[src/rtl/vs_ram_burst_reader.sv]
// Read-side burst engine for vs_single_port_ram: walks (base, length), absorbs the
// one-cycle read latency and streams words through a 2-entry valid/ready buffer.
module vs_ram_burst_reader #(
  parameter int unsigned ADDR_WIDTH = 16,
  parameter int unsigned DATA_WIDTH = 8,
  parameter int unsigned LEN_WIDTH  = 16
) (
  input  logic                  clock,
  input  logic                  reset_n,
  input  logic                  start,
  input  logic [ADDR_WIDTH-1:0] base_addr,
  input  logic [LEN_WIDTH-1:0]  length,
  output logic                  busy,
  output logic                  done,
  output logic [ADDR_WIDTH-1:0] ram_addr,
  input  logic [DATA_WIDTH-1:0] ram_rdata,
  output logic [DATA_WIDTH-1:0] m_data,
  output logic                  m_valid,
  input  logic                  m_ready
);

  typedef enum logic [1:0] {
    S_IDLE = 2'd0,
    S_RUN  = 2'd1,
    S_DONE = 2'd2
  } state_e;

  state_e                state_q, state_d;
  logic [ADDR_WIDTH-1:0] rd_ptr_q, rd_ptr_d;
  logic [LEN_WIDTH-1:0]  issue_left_q, issue_left_d;
  logic [LEN_WIDTH-1:0]  out_left_q, out_left_d;
  logic                  inflight_q, inflight_d;
  logic [DATA_WIDTH-1:0] slot0_q, slot0_d;
  logic [DATA_WIDTH-1:0] slot1_q, slot1_d;
  logic                  v0_q, v0_d;
  logic                  v1_q, v1_d;
  logic                  busy_q, busy_d;
  logic                  done_q, done_d;

  logic                  handshake;
  logic                  issue;
  logic [1:0]            occupancy;

  // A read may issue whenever buffer + in-flight word leave a free slot, counting a pop this cycle.
  always_comb begin
    handshake = v0_q & m_ready;
    occupancy = 2'(v0_q) + 2'(v1_q) + 2'(inflight_q);
    issue     = (state_q == S_RUN) && (issue_left_q != '0) &&
                ((occupancy < 2'd2) || ((occupancy == 2'd2) && handshake));
  end

  always_comb begin
    state_d      = state_q;
    rd_ptr_d     = rd_ptr_q;
    issue_left_d = issue_left_q;
    out_left_d   = out_left_q;
    inflight_d   = issue;
    slot0_d      = slot0_q;
    slot1_d      = slot1_q;
    v0_d         = v0_q;
    v1_d         = v1_q;

    case (state_q)
      S_IDLE: begin
        if (start) begin
          if (length != '0) begin
            state_d      = S_RUN;
            rd_ptr_d     = base_addr;
            issue_left_d = length;
            out_left_d   = length;
          end else begin
            state_d = S_DONE;
          end
        end
      end
      S_RUN: begin
        if (handshake && (out_left_q == LEN_WIDTH'(1))) state_d = S_DONE;
      end
      S_DONE:  state_d = S_IDLE;
      default: state_d = S_IDLE;
    endcase

    if (issue) begin
      rd_ptr_d     = rd_ptr_q + ADDR_WIDTH'(1);
      issue_left_d = issue_left_q - LEN_WIDTH'(1);
    end
    if (handshake) out_left_d = out_left_q - LEN_WIDTH'(1);

    // slot0 is the stream head; slot1 only fills while the head is stalled.
    case ({inflight_q, handshake})
      2'b01: begin
        slot0_d = slot1_q;
        v0_d    = v1_q;
        v1_d    = 1'b0;
      end
      2'b10: begin
        if (!v0_q) begin
          slot0_d = ram_rdata;
          v0_d    = 1'b1;
        end else begin
          slot1_d = ram_rdata;
          v1_d    = 1'b1;
        end
      end
      2'b11: begin
        if (v1_q) begin
          slot0_d = slot1_q;
          slot1_d = ram_rdata;
        end else begin
          slot0_d = ram_rdata;
        end
      end
      default: ;
    endcase

    busy_d = (state_d == S_RUN);
    done_d = (state_d == S_DONE);
  end

  always_ff @(posedge clock or negedge reset_n) begin
    if (!reset_n) begin
      state_q      <= S_IDLE;
      rd_ptr_q     <= '0;
      issue_left_q <= '0;
      out_left_q   <= '0;
      inflight_q   <= 1'b0;
      slot0_q      <= '0;
      slot1_q      <= '0;
      v0_q         <= 1'b0;
      v1_q         <= 1'b0;
      busy_q       <= 1'b0;
      done_q       <= 1'b0;
    end else begin
      state_q      <= state_d;
      rd_ptr_q     <= rd_ptr_d;
      issue_left_q <= issue_left_d;
      out_left_q   <= out_left_d;
      inflight_q   <= inflight_d;
      slot0_q      <= slot0_d;
      slot1_q      <= slot1_d;
      v0_q         <= v0_d;
      v1_q         <= v1_d;
      busy_q       <= busy_d;
      done_q       <= done_d;
    end
  end

  assign ram_addr = rd_ptr_q;
  assign m_data   = slot0_q;
  assign m_valid  = v0_q;
  assign busy     = busy_q;
  assign done     = done_q;

endmodule
[config.mk]
export PLATFORM = sky130hd
export DESIGN_NAME = vs_ram_burst_reader
export DESIGN_NICKNAME = d
export VERILOG_FILES = /design/src/rtl/vs_ram_burst_reader.sv
export SDC_FILE = /design/constraint.sdc
export NUM_CORES = 1
export LEC_CHECK = 0
export CAP_MARGIN = 40
export CORE_MARGIN = 4
export CORE_UTILIZATION = 57
export DETAILED_ROUTE_END_ITERATION = 7
export GPL_TIMING_DRIVEN = 0
export PLACE_DENSITY = 0.84
export SLEW_MARGIN = 40
export SYNTH_ARGS = -nofsm -noshare
export SYNTH_HDL_FRONTEND = slang
export SYNTH_SLANG_ARGS = --single-unit
[constraint.sdc]
create_clock -name clock -period 4.47 [get_ports clock]
set_clock_uncertainty 0.05 [all_clocks]
set_input_delay 0.6705 -clock clock [delete_from_list [all_inputs] [get_ports clock]]
set_output_delay 0.6705 -clock clock [all_outputs]
set_load 0.02 [all_outputs]
# Yosys cells after proc, flatten, opt, wreduce, memory -nomap -nowiden
# Index checks and enable logic that the tools add are counted.
# word_totals
in_bits	44
regBits	71
word_cells	73
# classes
n_lt_le_gt_ge	1
add_sub_neg	5
reduce_logical	22
muxes	22
bitwise_logic	1
eq_ne	11
# op_table
operator	count
16-bit two-way mux	9
8-bit two-way mux	4
16-bit nonzero test	2
16-bit by 1-bit subtractor with 16-bit output, second input constant	2
8-bit one-hot mux with 3 select lines	1
16-bit by 1-bit adder with 16-bit output, second input constant	1
16-bit by 1-bit == test with 1-bit output, second input constant	1
8-bit one-hot mux with 2 select lines	1
2-bit nonzero test	8
3-bit AND reduction	3
2-bit == test, second input constant	4
2-bit by 1-bit == test with 1-bit output, second input constant	3
2-bit two-way mux	3
2-bit inequality test, second input constant	3
1-bit logical AND	4
1-bit one-hot mux with 2 select lines	2
2-bit one-hot mux with 2 select lines	1
2-bit AND reduction	2
3-bit nonzero test	1
1-bit by 1-bit adder with 2-bit output	1
2-bit by 1-bit adder with 2-bit output	1
2-bit zero test	1
2-bit less-than comparator, second input constant	1
1-bit bitwise AND	1
2 further kinds	2

# Longest topological paths before layout
# logic_depth
word_depth	8
ltp_mapped	10

# Worst setup path before layout
# Ideal clock, no wire load.
# synth_timing
path_type	input-to-reg
start	in m_ready
end	reg slot1_q[0]
path_slack_ns	1.610
t_arrival_ns	2.685
path_buffers	2
path_stages	8
required_time_ns	4.295
cell_sequence	nand2_1 -> inv_1 -> clkbuf_1 -> buf_1 -> ha_1 -> nand2_1 -> a21oi_1 -> mux2_2
# synth_via
elab_chain_cells	4
elab_cells_between_ends	8
# synth_rtl
element	line	source
start: declaration	19	input logic m_ready
1-bit bitwise AND *	46	handshake = v0_q & m_ready;
2-bit == test	90	case ({inflight_q, handshake})
2-bit inequality test (no source line) or 2-bit nonzero test (tied branches)	n/a	
3-bit AND reduction (no source line)	n/a	
end signal: assignment	140	slot1_q <= slot1_d;
end: declaration	34	logic [DATA_WIDTH-1:0] slot1_q, slot1_d;
# Every way passes the cells marked *; elsewhere a longest branch is shown, timed or not.
# A chain may end at the register's enable or synchronous reset.

# Worst setup path in the final report
# layout_timing
start	in m_ready
end	reg slot1_q[2]
# Same word-level chain as after synthesis.

==> impl_metrics.py <==
metrics = {
    "floorplan": {
        "row_count": 30,
        "start_util": 0.592,
        "die_h_um": 92.2,
        "fp.coreArea_um2": 6830,
        "die_w_um": 92.2,
        "io_pins": 71,
        "die-area_um2": 8500,
    },
    "synth": {
        "netlist.area_leader.share": 0.439,
        "synth-seq-cells": 71,
        "yosysTopAreaCell": "dfrtp_1",
        "synth.net_count": 490,
        "synth_cells": 437,
        "synthTopCellsByCount": "dfrtp_1, nand2_1, nor2_1",
        "synth_edf_count": 0,
        "syn_area_um2": 4040,
        "synthArstFlopShare": 1.00,
        "synthTopCellsByArea": "dfrtp_1, nor3_1, mux2_2",
        "synth-main-ff-cell": "dfrtp_1",
        "synth_cell_types": 57,
        "syn_avg_cell_area_um2": 9.25,
        "synth_most_common_cell": "dfrtp_1",
        "ys_warn_count": 0,
        "synth-seq-area-share": 0.439,
    },
    "global_routing": {
        "grt_pass1_vias": 3839,
        "use_met2": 0.434,
        "grt_pass1_wl_um": 19200,
        "grt_use_met3": 0.0509,
        "grt_use_met1": 0.394,
        "grt_usage": 0.284,
        "busiest_layer": "met2",
        "antenna_found_initial": 0,
        "overflow": 0,
        "grt_max_degree": 53,
    },
    "detailed_routing": {
        "drc": 0,
        "wl_per_cell_um": 19.2,
        "dr_total_vias": 4083,
        "antenna_left": 0,
        "dr.first_iter.drc_count": 355,
        "avgViaCountPerCell": 6.59,
        "drt-pass1-iter-count": 5,
        "drt_wl_total_um": 11900,
    },
    "cts": {
        "clk-insertion-delay-late_ns": 0.35,
        "cts_resized": 0,
        "clk_pin_slew_ns": 0.08,
        "hold_buffers": 0,
        "cts_setup_buffers": 0,
        "numCtsBuffers": 9,
        "clock-sinks": 71,
        "cts_tree": "built",
        "cts-htree-levels": 3,
        "cts_root_buf": "clkbuf_8",
        "clockBufferDepth": 2,
    },
    "pwr": {
        "peakVddDrop_v": 0.000433,
        "p_leak_nw": 2.04,
        "power_density_nw_per_um2": 607,
    },
    "cells_and_area": {
        "area_delta_synth_final_pct": 26.2,
        "nets": 572,
        "antenna_cells": 0,
        "finish.utilization": 0.747,
        "drive_gt1_frac": 0.0973,
    },
    "sta": {
        "setup_tns_ns": 0,
        "tightest_slew_ns": 0.815,
        "rsz0062_at_grt": "no",
        "finalSetupViolCount": 0,
        "worst_hold_slack_ns": 0.0966,
        "period_minus_slack_ns": 3.66,
        "fin_crit_sh": 0.820,
        "slew_violations": 0,
        "finalWorstSetupSlack_ns": 0.806,
        "hold_viol_final": 0,
        "fmax_ghz": 0.273,
        "slew_headroom": 0.449,
    },
    "setup_path": {
        "path_class": "in2reg",
        "cp-startpoint": "m_ready",
        "critPathCaptureType": "flip-flop",
        "r2r-start": "m_valid$_DFFE_PN0P_",
        "cp.required_ns": 4.66,
        "worstPathArrival_ns": 3.85,
        "startpoint_type": "input port",
        "cp_max_fo": 11,
    },
    "run_status": {
        "outcome": "completed",
    },
    "place": {
        "dpl_worst_slack_ns": 0.332,
        "dp.final_hpwl_um": 8400,
        "io_buffers": 70,
        "gp_congestion": 0.898,
    },
    "hold_path": {
        "hp-class": "in2async",
    },
    "job": {
        "maxCapViolations": 0,
    },
}
-- worst max-delay path, cell delays in order --
cell	delay, ns
clkdlybuf4s50_1	0.50
nand2_1	0.18
inv_1	0.25
clkbuf_1	0.45
buf_1	0.51
ha_1	0.34
nand2_1	0.10
a21oi_2	0.44
mux2_2	0.40
-- worst paths after layout --
| check | to | slack (ns) | cells past startpoint |
|---|---|---|---|
| setup / recovery | slot1_q[2]$_DFFE_PN0P_ | 0.81 | 9 |
| hold / removal | m_data[5]$_DFFE_PN0P_ | 0.1 | 1 |
| setup reg to reg | slot1_q[2]$_DFFE_PN0P_ | 1.18 | 8 |
| hold reg to reg | m_data[5]$_DFFE_PN0P_ | 0.43 | 2 |
| max in group asynchronous | issue_left_q[4]$_DFFE_PN0P_ | 3.76 | 2 |
| min in group clock | m_data[5]$_DFFE_PN0P_ | 0.43 | 2 |
-- routing by layer --
layer,vias to the layer above,wire (um)
met1,1973,5040
met3,38,1090
met4,0,311
li1,1834,-
met2,238,5450
met5,-,0
-- stage by stage --
stage | instances | power, mW | instance area, um2
after floorplan | 437 | 1.99 | 4040
after global placement | 603 | 2.46 | 4860
after detailed placement | 604 | 2.53 | 4890
after CTS | 620 | 3.06 | 5100
after global routing | 620 | 3.28 | 5100
final | 620 | 3.10 | 5100
-- placed cells by master, fill, tap and decap left out, types with 3 or more instances in the layout --
cell type,instances
dfrtp_1,71
clkdlybuf4s50_1,69
nand2_1,35
nor2_1,35
nor3_1,29
o21ai_0,26
nand3_1,23
a21oi_1,21
inv_1,17
a22oi_1,14
mux2_2,12
clkbuf_1,11
nor4_1,11
clkbuf_8,11
nand4_1,10
a221o_1,10
buf_2,8
ha_1,8
a211oi_1,6
nand2b_1,5
and2_1,5
mux2i_1,5
o211ai_1,5
a311oi_1,5
o22ai_1,5
or4_1,4
o32ai_1,4
a211o_1,4
nor3b_1,3
a31oi_1,3
and3_1,3
o311ai_0,3
o31ai_1,3
-- layout make-up --
class                      instances  area, um2
clock inverter                     5       56.3
sequential                        71       1780
timing repair buffer              71        729
inverter                          18       67.6
tap                               96        120
multi-input combinational        328       2120
buffer                            20       85.1
fill                             506       1730
clock buffer                      11        151
-- registers in the layout, indices dropped and copies added (netlist names) --
register and flops:
ram_addr 16, issue_left_q 16, v1_q 1, out_left_q 16
done 1, state_q 2, busy 1, slot1_q 8
m_data 8, m_valid 1, inflight_q 1
-- cells by family after synthesis --
logic type / Yosys count / synth area share
AO/OA/AOI/OAI: 124 / 0.216
adder cells (fa/ha/maj): 9 / 0.0297
buffers and inverters: 38 / 0.0378
flip-flops: 71 / 0.439
multiplexers: 17 / 0.0458
AND/OR/NAND/NOR: 178 / 0.232
-- power by group --
part / total, mW / switching (mW) / leakage (nW) / internal [mW]
logic: 1.48 / 0.873 / 1.10 / 0.608
registers: 1.08 / 0.223 / 0.835 / 0.861
clock network: 0.534 / 0.246 / 0.105 / 0.287
Note: power is estimated with default switching activity, not from simulation.
